<file path="src/rtl/ctrl_pkg.sv">
// Shared encodings for the multi-cycle control unit:
// states, ALU ops, opcodes, functs, mux selects, instruction classes.
package ctrl_pkg;

  localparam logic [3:0] S_IF     = 4'd0;
  localparam logic [3:0] S_ID     = 4'd1;
  localparam logic [3:0] S_EX_R   = 4'd2;
  localparam logic [3:0] S_EX_I   = 4'd3;
  localparam logic [3:0] S_EX_M   = 4'd4;
  localparam logic [3:0] S_MEM_RD = 4'd5;
  localparam logic [3:0] S_MEM_WR = 4'd6;
  localparam logic [3:0] S_WB_ALU = 4'd7;
  localparam logic [3:0] S_WB_MEM = 4'd8;
  localparam logic [3:0] S_BR     = 4'd9;
  localparam logic [3:0] S_JMP    = 4'd10;

  localparam logic [2:0] ALU_AND = 3'b000;
  localparam logic [2:0] ALU_OR  = 3'b001;
  localparam logic [2:0] ALU_XOR = 3'b010;
  localparam logic [2:0] ALU_NOR = 3'b011;
  localparam logic [2:0] ALU_ADD = 3'b100;
  localparam logic [2:0] ALU_SUB = 3'b101;
  localparam logic [2:0] ALU_SLT = 3'b110;
  localparam logic [2:0] ALU_SLL = 3'b111;

  localparam logic [5:0] OP_RTYPE = 6'b000000;
  localparam logic [5:0] OP_J     = 6'b000010;
  localparam logic [5:0] OP_JAL   = 6'b000011;
  localparam logic [5:0] OP_BEQ   = 6'b000100;
  localparam logic [5:0] OP_BNE   = 6'b000101;
  localparam logic [5:0] OP_ADDI  = 6'b001000;
  localparam logic [5:0] OP_SLTIU = 6'b001011;
  localparam logic [5:0] OP_ANDI  = 6'b001100;
  localparam logic [5:0] OP_XORI  = 6'b001110;
  localparam logic [5:0] OP_LW    = 6'b100011;
  localparam logic [5:0] OP_SW    = 6'b101011;

  localparam logic [5:0] FN_ADD = 6'b100000;
  localparam logic [5:0] FN_SUB = 6'b100010;
  localparam logic [5:0] FN_AND = 6'b100100;
  localparam logic [5:0] FN_OR  = 6'b100101;
  localparam logic [5:0] FN_XOR = 6'b100110;
  localparam logic [5:0] FN_NOR = 6'b100111;
  localparam logic [5:0] FN_SLT = 6'b101011;
  localparam logic [5:0] FN_SLL = 6'b000100;
  localparam logic [5:0] FN_JR  = 6'b001000;

  localparam logic [1:0] WR_RD  = 2'b00;
  localparam logic [1:0] WR_RT  = 2'b01;
  localparam logic [1:0] WR_R31 = 2'b10;

  localparam logic [1:0] WD_ALU = 2'b00;
  localparam logic [1:0] WD_MEM = 2'b01;
  localparam logic [1:0] WD_PC4 = 2'b10;

  localparam logic [1:0] PC_PC4 = 2'b00;
  localparam logic [1:0] PC_RS  = 2'b01;
  localparam logic [1:0] PC_BR  = 2'b10;
  localparam logic [1:0] PC_JMP = 2'b11;

  typedef enum logic [3:0] {
    C_ILL, C_R, C_JR, C_I, C_LW,
    C_SW, C_BEQ, C_BNE, C_J, C_JAL
  } inst_class_t;

endpackage

</file>
<file path="src/rtl/inst_class_dec.sv">
// Combinational instruction classifier: opcode/funct to
// instruction class and the ALU operation used in EX.
module inst_class_dec
  import ctrl_pkg::*;
(
  input  logic [31:0]  inst,
  output inst_class_t  cls,
  output logic [2:0]   alu_op
);

  logic [5:0] op;
  logic [5:0] fn;
  logic       unused_bits;

  assign op = inst[31:26];
  assign fn = inst[5:0];
  assign unused_bits = ^inst[25:6];

  always_comb begin
    cls    = C_ILL;
    alu_op = ALU_ADD;
    case (op)
      OP_RTYPE: begin
        cls = C_R;
        case (fn)
          FN_ADD:  alu_op = ALU_ADD;
          FN_SUB:  alu_op = ALU_SUB;
          FN_AND:  alu_op = ALU_AND;
          FN_OR:   alu_op = ALU_OR;
          FN_XOR:  alu_op = ALU_XOR;
          FN_NOR:  alu_op = ALU_NOR;
          FN_SLT:  alu_op = ALU_SLT;
          FN_SLL:  alu_op = ALU_SLL;
          FN_JR:   cls = C_JR;
          default: cls = C_ILL;
        endcase
      end
      OP_ADDI:  begin cls = C_I; alu_op = ALU_ADD; end
      OP_ANDI:  begin cls = C_I; alu_op = ALU_AND; end
      OP_XORI:  begin cls = C_I; alu_op = ALU_XOR; end
      OP_SLTIU: begin cls = C_I; alu_op = ALU_SLT; end
      OP_LW:    cls = C_LW;
      OP_SW:    cls = C_SW;
      OP_BEQ:   cls = C_BEQ;
      OP_BNE:   cls = C_BNE;
      OP_J:     cls = C_J;
      OP_JAL:   cls = C_JAL;
      default:  cls = C_ILL;
    endcase
  end

endmodule

</file>
<file path="src/rtl/multicycle_ctrl.sv">
// Multi-cycle MIPS-subset control FSM: state register,
// next-state logic and Moore output decode.
module multicycle_ctrl
  import ctrl_pkg::*;
(
  input  logic       clk,
  input  logic       rst,
  input  logic [31:0] inst,
  input  logic       ZF,
  output logic       PC_Write,
  output logic       IR_Write,
  output logic       Write_Reg,
  output logic       Mem_Write,
  output logic [2:0] ALU_OP,
  output logic       rt_imm_s,
  output logic       imm_s,
  output logic [1:0] w_r_s,
  output logic [1:0] wr_data_s,
  output logic [1:0] PC_s,
  output logic [3:0] state,
  output logic       inst_done,
  output logic       illegal
);

  inst_class_t cls;
  logic [2:0]  dec_op;
  logic [3:0]  next;

  inst_class_dec u_dec (
    .inst   (inst),
    .cls    (cls),
    .alu_op (dec_op)
  );

  always_ff @(posedge clk or posedge rst) begin
    if (rst) state <= S_IF;
    else     state <= next;
  end

  always_comb begin
    next = S_IF;
    case (state)
      S_IF: next = S_ID;
      S_ID: begin
        case (cls)
          C_R:               next = S_EX_R;
          C_I:               next = S_EX_I;
          C_LW, C_SW:        next = S_EX_M;
          C_BEQ, C_BNE:      next = S_BR;
          C_JR, C_J, C_JAL:  next = S_JMP;
          default:           next = S_IF;
        endcase
      end
      S_EX_R, S_EX_I: next = S_WB_ALU;
      S_EX_M:   next = (cls == C_SW) ? S_MEM_WR : S_MEM_RD;
      S_MEM_RD: next = S_WB_MEM;
      default:  next = S_IF;
    endcase
  end

  always_comb begin
    PC_Write  = 1'b0;
    IR_Write  = 1'b0;
    Write_Reg = 1'b0;
    Mem_Write = 1'b0;
    ALU_OP    = ALU_ADD;
    rt_imm_s  = 1'b0;
    imm_s     = 1'b0;
    w_r_s     = WR_RD;
    wr_data_s = WD_ALU;
    PC_s      = PC_PC4;
    inst_done = 1'b0;
    illegal   = 1'b0;
    case (state)
      S_IF: begin
        IR_Write = 1'b1;
        PC_Write = 1'b1;
      end
      S_ID: illegal = (cls == C_ILL);
      S_EX_R: ALU_OP = dec_op;
      S_EX_I: begin
        ALU_OP   = dec_op;
        rt_imm_s = 1'b1;
        imm_s    = (dec_op == ALU_ADD);
      end
      S_EX_M: begin
        rt_imm_s = 1'b1;
        imm_s    = 1'b1;
      end
      S_MEM_WR: begin
        Mem_Write = 1'b1;
        inst_done = 1'b1;
      end
      S_WB_ALU: begin
        Write_Reg = 1'b1;
        w_r_s     = (cls == C_I) ? WR_RT : WR_RD;
        inst_done = 1'b1;
      end
      S_WB_MEM: begin
        Write_Reg = 1'b1;
        wr_data_s = WD_MEM;
        w_r_s     = WR_RT;
        inst_done = 1'b1;
      end
      // Select is fixed so only the write enable sees ZF
      S_BR: begin
        ALU_OP    = ALU_SUB;
        PC_s      = PC_BR;
        PC_Write  = (cls == C_BEQ && ZF) || (cls == C_BNE && !ZF);
        inst_done = 1'b1;
      end
      S_JMP: begin
        PC_Write  = 1'b1;
        inst_done = 1'b1;
        PC_s      = (cls == C_JR) ? PC_RS : PC_JMP;
        if (cls == C_JAL) begin
          Write_Reg = 1'b1;
          w_r_s     = WR_R31;
          wr_data_s = WD_PC4;
        end
      end
      default: ;
    endcase
  end

endmodule

</file>
<file path="config.mk">
export PLATFORM = sky130hd
export DESIGN_NAME = multicycle_ctrl
export DESIGN_NICKNAME = d
export VERILOG_FILES = /design/src/rtl/ctrl_pkg.sv /design/src/rtl/inst_class_dec.sv /design/src/rtl/multicycle_ctrl.sv
export SDC_FILE = /design/constraint.sdc
export NUM_CORES = 1
export LEC_CHECK = 0
export ABC_CLOCK_PERIOD_IN_PS = 3300
export CAP_MARGIN = 20
export CORE_MARGIN = 4
export CORE_UTILIZATION = 30
export CTS_BUF_LIST = sky130_fd_sc_hd__clkbuf_8
export CTS_CLUSTER_DIAMETER = 80
export DETAILED_ROUTE_END_ITERATION = 12
export HOLD_SLACK_MARGIN = 0.06
export PLACE_DENSITY = 0.68
export SLEW_MARGIN = 20
export SYNTH_ARGS = -nofsm -noshare
export SYNTH_HDL_FRONTEND = slang
export SYNTH_HIERARCHICAL = 1
export SYNTH_SLANG_ARGS = --single-unit
</file>
<file path="constraint.sdc">
create_clock -name clk -period 3.3 [get_ports clk]
set_clock_uncertainty 0.05 [all_clocks]
set_input_delay 0.66 -clock clk [delete_from_list [all_inputs] [get_ports clk]]
set_output_delay 0.66 -clock clk [all_outputs]
set_load 0.02 [all_outputs]
</file>
==> out/results.ini, run 1 <==
[sta]
hold_viol = 0
period_minus_slack_ns = 3.17
worstMarginPinSlew_ns = 0.566
slew_headroom_pct = 61.8
setup_viol = 0
fmax_mhz = 316
maxSlewViolCount = 0
rsz0062_at_grt = no
min_period_over_period_pct = 96.0
setup_ws_ns = 0.133

[routing]
routed_wl_um = 2910
avgViaCountPerCell = 5.50
ant_nets = 0
firstDrtPassIters = 4
num_vias = 1122
drtIter0Drc = 29
detail_route.wl_per_cell_um = 14.3
route.detailed.drc = 0

[global_routing]
grt_pass1_vias = 1100
grt-ovfl-total = 0
grtUsageTotal_pct = 17.1
grt_pass1_wl_um = 4720
grt_start_max_net_pins = 18
antenna_found_initial = 0

[logic_synthesis]
synthMuxAreaShare_pct = 0
synth_fa_ha_area_share_pct = 0
synth-compound-area-share_pct = 28.4
async_flop_share_pct = 100
synth.avg_cell_area_um2 = 7.73
synth_area_leaders = dfrtp_1, nand2b_1, nor3b_1, nor2_1, a21oi_1
netlist_area_um2 = 812
yosys_most_used_dff = dfrtp_1
ys_ff_latch = 4
synth.most_common_cell = nor2_1
synthSimpleGateAreaFrac_pct = 49.6
yosysTopAreaCellShare_pct = 12.3
syn_nets = 140
synth_top_family_by_area = simple AND/OR/NAND/NOR gates
yosysWarnings = 6
synth_cell_types = 54
synth_seq_area_share_pct = 12.3
synth-xor-area-share_pct = 2.16
yosysTopAreaCell = dfrtp_1
synth-edff-count = 0
syn_inst = 105
yosys-top-cells-count = nor2_1, a21oi_1, nand2b_1, nor3_1, nor3b_1

[setup_path]
cp_slowest_stage_delay_ns = 0.35
crit_slowest_cell = a221o_1
cp_common_cell = buf_4
endpoint_kind = output pin
startpoint = inst[27]
critPathKind = primary input to output pin
cp_max_fo = 5
critPathLaunchType = primary input
r2r_slack_ns = 1.76
critPathArrivalTime_ns = 2.46
path_cells = buf_2 -> nor3b_4 -> o21ai_1 -> a221o_1 -> o21ai_4 -> buf_4 -> xor2_1 -> nand4_1 -> a311oi_2 -> buf_4
r2r_start = state[3]
crit_required_ns = 2.59

[floorplan]
fp.dieW_um = 60.0
start_util_pct = 32.2
ios = 56
coreArea_um2 = 2520
placementRows = 18
die_y_um = 60.0
dieArea_um2 = 3600

[pwr]
ir_drop_v = 0.000408
leakagePower_nw = 0.671
p_per_area_nw_per_um2 = 506

[layout]
n_antenna_cell = 0
largest_reg_flops = 4
finalNonFillerCells = 204
reg_top3 = state: 4 flops
area_growth_pct = 88.4
largest_register = state
fin_nets = 211
layout-drive-gt1-share_pct = 42.5

[cts]
cts_sinks = 4
holdBufCountCts = 0
path_clk_slew_ns = 0.04
cts.path.max_buffers = 2
cts_buffers = 3
insertion_delay_ns = 0.23
cts_root_buf = clkbuf_8
htree_levels = 1
cts_tree = yes

[place]
io_buffer_count = 35
dp_hpwl_um = 2200
post-place-ws_ns = -0.736
dp.cells = 195
gp_congestion = 0.851

[flow_run]
maxCapViolCount = 0

[hold_path]
holdCritPathClass = primary input to async pin

[run_status]
outcome = finished clean

[cells by family after synthesis]
logic type | Yosys count
and+or+nand+nor | 61
AOI/OAI and AO/OA | 29
buffers and inverters | 9
DFF | 4
xor gates and xnor gates | 2
[what timing repair did]
item	CTS	global route
endpoints found under the setup margin	11	10
cloned	0	0
resized for setup	39	33
pin swaps	10	10
buffers inserted	3	3
[path summary, 6_finish.rpt]
check	end	cells after the start
worst min-delay path	state[0]	2
worst max register to register	state[1]	3
max in group asynchronous	state[1]	2
worst min register to register	state[0]	1
min in group clk	state[0]	1
worst max-delay path	PC_Write	10
[power by group]
group	internal (W)	leakage, nW	total, W	switching [W]
combinational	0.000262	0.598	0.000517	0.000256
clock	0.0000781	0.0216	0.000108	0.0000299
sequential	0.0000695	0.0517	0.000149	0.0000798
total	0.000409	0.671	0.000775	0.000365
[placed cells by master, fill, tap and decap left out, drive strengths merged, types with 4 or more instances in the layout]
cell type      Yosys  final
dfrtp              4      4
clkdlybuf4s50      0     13
buf                5     42
nor2              10     10
nor3b              6      6
nand2b             6      6
nor3               6      6
a21oi              6      6
clkbuf             1      8
nand2              5      5
dlygate4sd2        0      7
[routing by layer]
| metal | GRT usage, % | share of wire (%) | vias up |
|---|---|---|---|
| li1 | - | - | 547 |
| met1 | 18.9 | 42 | 515 |
| met2 | 30.7 | 48 | 51 |
| met3 | 2.38 | 7.5 | 9 |
| met4 | 9.81 | 2.5 | 0 |
| met5 | 0 | 0 | - |
[area by class of cell]
type,count,area [um2]
fill,241,992
multi-input combinational,92,756
clock buffer,3,41.3
tap,30,37.5
timing repair buffer,72,584
sequential,4,100
inverter,3,11.3
[metrics by stage]
step	TNS (ns)	util, %	power, W	hold slack (ns)	instance area [um2]
2_1_floorplan	0	-	0.000460	0.376	818
3_3_place_gp	-5.32	55.1	0.000670	0.675	1390
3_5_place_dp	-5.79	55.1	0.000674	0.653	1390
4_1_cts	0	57.6	0.000769	0.561	1450
5_1_grt	0	60.7	0.000834	0.566	1530
6_report	0	60.7	0.000775	0.562	1530
[worst max-delay path: cells and delay by family]
family / cells / cell delay (ns)
XOR/XNOR: 1 / 0.14
AND/OR/NAND/NOR: 2 / 0.38
AO/OA/AOI/OAI: 4 / 0.82
buffers and inverters: 3 / 0.47
(Power assumes the default switching activity.)
==> run 2, diff against run 1 <==
GPL_TIMING_DRIVEN = 0   (was unset)
==> run 2 against run 1 <==
  * Hold slack better by 0.0099 ns
  * Critical endpoint is now illegal
  * Largest power group unchanged
  * Clock power is 6% lower
  * Maximum frequency hardly changed
  * Die area stayed put
  * Power is 2.3% higher
  * Sequential power is 32% lower
  * Highest routed layer is now met3
  * Largest cell class unchanged
==> out/results.ini, run 2 (same netlist as run 1, synthesis figures left out) <==
[run_status]
outcome = finished clean  ; unchanged

[routing]
ant_nets = 0  ; unchanged
detail_route.wl_per_cell_um = 14.9  ; was 14.3 um
avgViaCountPerCell = 5.63  ; was 5.50
route.detailed.drc = 0  ; unchanged
routed_wl_um = 2690  ; was 2910 um
drtIter0Drc = 21  ; was 29
num_vias = 1014  ; was 1,122
firstDrtPassIters = 4  ; unchanged

[setup_path]
cp_max_fo = 6  ; was 5
endpoint_kind = output pin  ; unchanged
cp_slowest_stage_delay_ns = 0.33  ; was 0.35 ns
r2r_start = state[3]  ; unchanged
crit_slowest_cell = dlygate4sd2_1  ; was a221o_1
critPathKind = primary input to output pin  ; unchanged
cp_common_cell = dlygate4sd2_1  ; was buf_4
critPathLaunchType = primary input  ; unchanged
startpoint = inst[3]  ; was inst[27]
path_cells = dlygate4sd2_1 -> nor3b_2 -> a31oi_2 -> a311oi_2 -> buf_4 -> nor2_2 -> and3_2 -> dlygate4sd2_1  ; was buf_2 -> nor3b_4 -> o21ai_1 -> a221o_1 -> o21ai_4 -> buf_4 -> xor2_1 -> nand4_1 -> a311oi_2 -> buf_4
critPathArrivalTime_ns = 2.46  ; about the same
crit_required_ns = 2.59  ; about the same

[pwr]
switching_share_pct = 47.0  ; was 47.2%
switchingPower_w = 0.000372  ; was 0.000365 W
p_comb_share_pct = 74.3  ; was 66.8%
ir_drop_v = 0.000512  ; was 0.000408 V
p_clk_share_pct = 12.8  ; was 14.0%
power_frac_seq_pct = 12.9  ; was 19.3%
power.internal_w = 0.000420  ; was 0.000409 W
leakagePower_nw = 0.555  ; was 0.671 nW
p_per_area_nw_per_um2 = 586  ; was 506 nW/um2

[floorplan]
dieArea_um2 = 3600  ; unchanged
fp.dieW_um = 60.0  ; unchanged
placementRows = 18  ; unchanged
coreArea_um2 = 2520  ; unchanged
die_y_um = 60.0  ; unchanged
ios = 56  ; unchanged
start_util_pct = 32.2  ; unchanged

[place]
dp_hpwl_um = 1980  ; was 2200 um
dp.cells = 170  ; was 195
io_buffer_count = 35  ; unchanged
placement.cell_area_um2 = 1210  ; was 1390 um2
gp_congestion = 0.852  ; was 0.851
post-place-ws_ns = -1.20  ; was -0.736 ns

[layout]
fill_cells = 264  ; was 241
reg_top3 = state: 4 flops  ; unchanged
final_cell_mix = clkdlybuf4s50_1, buf_4, nor2_1, dlygate4sd2_1, nand2b_1  ; was buf_4, clkdlybuf4s50_1, nor2_1, dlygate4sd2_1
finalNonFillerCells = 180  ; was 204
n_antenna_cell = 0  ; unchanged
fin_nets = 187  ; was 211
area_growth_pct = 66.4  ; was 88.4%
design_area_um2 = 1350  ; was 1530 um2
largest_reg_flops = 4  ; unchanged
layout_commonest_cell = clkdlybuf4s50_1  ; was buf_4
layout-drive-gt1-share_pct = 33.3  ; was 42.5%
largest_register = state  ; unchanged

[sta]
slew_headroom_pct = 60.8  ; was 61.8%
setup_viol = 0  ; unchanged
hold_viol = 0  ; unchanged
rsz0062_at_grt = yes  ; was no
maxSlewViolCount = 0  ; unchanged
fmax_mhz = 316  ; about the same
period_minus_slack_ns = 3.17  ; about the same
min_period_over_period_pct = 95.9  ; was 96.0%
tns_ns = 0  ; unchanged
setup_ws_ns = 0.134  ; was 0.133 ns
worstMarginPinSlew_ns = 0.580  ; was 0.566 ns

[cts]
cts.path.max_buffers = 2  ; unchanged
cts_tree = yes  ; unchanged
cts_buffers = 3  ; unchanged
htree_levels = 1  ; unchanged
holdBufCountCts = 0  ; unchanged
cts_sinks = 4  ; unchanged
path_clk_slew_ns = 0.03  ; was 0.04 ns
cts_root_buf = clkbuf_8  ; unchanged
insertion_delay_ns = 0.21  ; was 0.23 ns

[global_routing]
grtUsageTotal_pct = 14.7  ; was 17.1%
grt_start_max_net_pins = 11  ; was 18
grt_pass1_wl_um = 4220  ; was 4720 um
antenna_found_initial = 0  ; unchanged
grt_pass1_vias = 947  ; was 1,100
grt-ovfl-total = 0  ; unchanged

[flow_run]
maxCapViolCount = 0  ; unchanged

[hold_path]
holdCritPathClass = primary input to async pin  ; unchanged

## run 2: critical path: cells and delay by family
family	cells	cell delay, ns
AO/OA/AOI/OAI	2	0.46
buffers and inverters	3	0.84
AND/OR/NAND/NOR	3	0.49
## run 2: cell type report
class                           instances  area, um2  area share [%]
Inverter                                3       11.3           0.833
Clock buffer                            3       41.3            3.06
Tap cell                               30       37.5            2.78
Buffer                                  6       50.0            3.70
Sequential cell                         4        100            7.41
Multi-Input combinational cell         92        754            55.8
Timing Repair Buffer                   42        357            26.4
## run 2: per-stage QoR
stage | hold WS, ns | utilization [%] | power (W)
3_3_place_gp | 0.651 | 47.8 | 0.000689
3_5_place_dp | 0.649 | 47.8 | 0.000696
4_1_cts | 0.573 | 51.3 | 0.000786
2_1_floorplan | 0.376 | - | 0.000460
6_report | 0.572 | 53.6 | 0.000792
5_1_grt | 0.584 | 53.6 | 0.000848
## run 2: final timing paths
kind / to / slack [ns] / cells after the start
hold reg to reg: state[1] / 0.65 / 3
max in group asynchronous: state[2] / 2.48 / 2
min in group clk: state[1] / 0.65 / 3
setup reg to reg: state[1] / 1.91 / 3
setup / recovery: illegal / 0.13 / 8
hold / removal: state[3] / 0.57 / 2
## run 2: metal layers
metal,wire length (um),part of all wire [%],up-vias,global-route usage (%)
li1,-,-,500,-
met2,1340,50,40,26.7
met4,0,0,0,3.48
met1,1160,43,474,18.3
met5,0,0,-,0
met3,190,7.1,0,1.73
## run 2: power by group through the flow
stage	sequential (W)	clock (W)	combinational (W)
2_1_floorplan	0.000122	0	0.000338
3_3_place_gp	0.000104	0	0.000586
3_5_place_dp	0.000104	0	0.000592
4_1_cts	0.000103	0.000104	0.000580
5_1_grt	0.000109	0.000110	0.000629
6_report	0.000102	0.000101	0.000589
## run 2: timing repair
item | in CTS | in global routing
pin swaps | 5 | 11
setup buffers | 4 | 3
endpoints found under the setup margin | 11 | 7
resized for setup | 49 | 19
==> run 3, diff against run 2 <==
CAP_MARGIN = unset   (was 20)
SKIP_CTS_REPAIR_TIMING = 1   (was unset)
==> run 3 against run 2 <==
  * Global-route usage fell by 0.57 points
  * Count of clock-buffer cells in the layout did not move
  * Maximum frequency fell by 1.5%
  * Largest cell class unchanged
  * Combinational power rose by 2%
==> out/results.ini, run 3 (same netlist as run 1, synthesis figures left out) <==
[global_routing]
antenna_found_initial = 0  ; unchanged
grt_pass1_vias = 924  ; was 947
grt.busiest_layer = met2  ; unchanged
grt-ovfl-total = 0  ; unchanged
grt_start_max_net_pins = 11  ; unchanged
use_met3_pct = 1.73  ; unchanged
grt_pass1_wl_um = 4040  ; was 4220 um
grtUsageMet2_pct = 24.5  ; was 26.7%
grtUsageTotal_pct = 14.2  ; was 14.7%
met1_usage_pct = 18.2  ; was 18.3%

[routing]
drtIter0Drc = 21  ; unchanged
ant_nets = 0  ; unchanged
route.detailed.drc = 0  ; unchanged
firstDrtPassIters = 4  ; unchanged
avgViaCountPerCell = 5.63  ; unchanged
num_vias = 1014  ; unchanged
detail_route.wl_per_cell_um = 14.8  ; was 14.9 um
routed_wl_um = 2670  ; was 2690 um

[hold_path]
holdCritPathClass = primary input to async pin  ; unchanged

[sta]
hold_viol = 0  ; unchanged
fmax_mhz = 311  ; was 316 MHz
setup_viol = 0  ; unchanged
min_period_over_period_pct = 97.4  ; was 95.9%
maxSlewViolCount = 0  ; unchanged
tns_ns = 0  ; unchanged
period_minus_slack_ns = 3.22  ; was 3.17 ns
rsz0062_at_grt = yes  ; unchanged
worstMarginPinSlew_ns = 0.584  ; was 0.580 ns
slew_headroom_pct = 60.5  ; was 60.8%

[layout]
fin_nets = 187  ; unchanged
final_cell_mix = clkdlybuf4s50_1, dlymetal6s2s_1, buf_4, nor2_1, clkbuf_2  ; was clkdlybuf4s50_1, buf_4, nor2_1, dlygate4sd2_1, nand2b_1
reg_top3 = state: 4 flops  ; unchanged
finalNonFillerCells = 180  ; unchanged
utilization_pct = 55.9  ; was 53.6%
seqCellArea_um2 = 100  ; unchanged
fill_cells = 253  ; was 264
largest_register = state  ; unchanged
layout_commonest_cell = clkdlybuf4s50_1  ; unchanged
layout-drive-gt1-share_pct = 32.7  ; was 33.3%
largest_reg_flops = 4  ; unchanged
area_growth_pct = 73.7  ; was 66.4%
multi_input_area_um2 = 777  ; was 754 um2
n_antenna_cell = 0  ; unchanged

[floorplan]
placementRows = 18  ; unchanged
fp.dieW_um = 60.0  ; unchanged
start_util_pct = 32.2  ; unchanged
dieArea_um2 = 3600  ; unchanged
coreArea_um2 = 2520  ; unchanged
die_y_um = 60.0  ; unchanged
ios = 56  ; unchanged

[pwr]
leakagePower_nw = 0.655  ; was 0.555 nW
ir_drop_v = 0.000513  ; was 0.000512 V
p_per_area_nw_per_um2 = 571  ; was 586 nW/um2

[setup_path]
crit_required_ns = 2.59  ; about the same
crit_buf_inv = 3  ; unchanged
critPathArrivalTime_ns = 2.51  ; was 2.46 ns
path_cells = clkbuf_2 -> or3b_1 -> a31oi_2 -> a31oi_2 -> o21ai_4 -> buf_6 -> xor2_1 -> nand4_1 -> a311oi_2 -> buf_4  ; was dlygate4sd2_1 -> nor3b_2 -> a31oi_2 -> a311oi_2 -> buf_4 -> nor2_2 -> and3_2 -> dlygate4sd2_1
cp_max_fo = 6  ; unchanged
crit_slowest_cell = or3b_1  ; was dlygate4sd2_1
endpoint_kind = output pin  ; unchanged
critPathKind = primary input to output pin  ; unchanged
cp_common_cell = a31oi_2  ; was dlygate4sd2_1
cp_slowest_stage_delay_ns = 0.41  ; was 0.33 ns
critPathLaunchType = primary input  ; unchanged
crit_family = compound AO/OA/AOI/OAI gates  ; was buffers and inverters

[place]
io_buffer_count = 35  ; unchanged
gp_congestion = 0.852  ; unchanged
dp_hpwl_um = 1980  ; unchanged
dp.cells = 170  ; unchanged

[cts]
cts_buffers = 3  ; unchanged
cts_sinks = 4  ; unchanged
cts_root_buf = clkbuf_8  ; unchanged
cts_tree = yes  ; unchanged
path_clk_slew_ns = 0.03  ; about the same
cts.path.max_buffers = 2  ; unchanged
htree_levels = 1  ; unchanged
insertion_delay_ns = 0.21  ; about the same

[flow_run]
maxCapViolCount = 0  ; unchanged

[run_status]
outcome = finished clean  ; unchanged

[run 3: cell types whose count changed in the layout (fill, tap and decap cells not counted), sizes merged]
cell,change
dlymetal6s2s,+9
clkdlybuf4s15,-2
clkbuf,+2
buf,-2
clkdlybuf4s50,+1
dlygate4sd2,-8
[run 3: worst paths after layout]
kind	start	to	slack, ns	cells after the start
min in group clk	state[2]	state[1]	0.66	3
min	rst	state[3]	0.57	2
min reg2reg	state[2]	state[1]	0.66	3
max	inst[1]	PC_Write	0.08	10
max in group asynchronous	rst	state[2]	2.48	2
max reg2reg	state[3]	state[1]	1.88	3
[run 3: power by group]
| group | leakage, nW | internal [W] | switching, W |
|---|---|---|---|
| Combinational | 0.582 | 0.000284 | 0.000318 |
| Clock | 0.0216 | 0.0000776 | 0.0000237 |
| Sequential | 0.0517 | 0.0000706 | 0.0000318 |
[run 3: area by class of cell]
type / count / area share [%]
inverters: 3 / 0.799
repair buffers: 42 / 27.9
multi-input cells: 92 / 55.1
well taps: 30 / 2.66
plain buffers: 6 / 3.55
clock buffers: 3 / 2.93
flip-flops and latches: 4 / 7.10
[run 3: worst register-to-register path, delay by kind of cell, from the launching register on]
family	cells	cell delay (ns)
flops	1	0.42
simple gates	2	0.62
compound gates	1	0.26
[run 3: metrics by stage]
stage | worst slack, ns | area, um2 | total power [W] | hold WS (ns)
after floorplan | 0.101 | 818 | 0.000460 | 0.376
after global placement | -1.11 | 1210 | 0.000689 | 0.651
after detailed placement | -1.20 | 1210 | 0.000696 | 0.649
after CTS | -1.19 | 1250 | 0.000801 | 0.573
after global routing | -0.0233 | 1410 | 0.000862 | 0.584
final | 0.0849 | 1410 | 0.000805 | 0.572
[run 3: metal layers]
layer | part of all wire [%] | wire length, um | vias to the layer above
li1 | - | - | 497
met1 | 43 | 1150 | 473
met2 | 49 | 1310 | 44
met3 | 7.9 | 210 | 0
met4 | 0 | 0 | 0
met5 | 0 | 0 | -
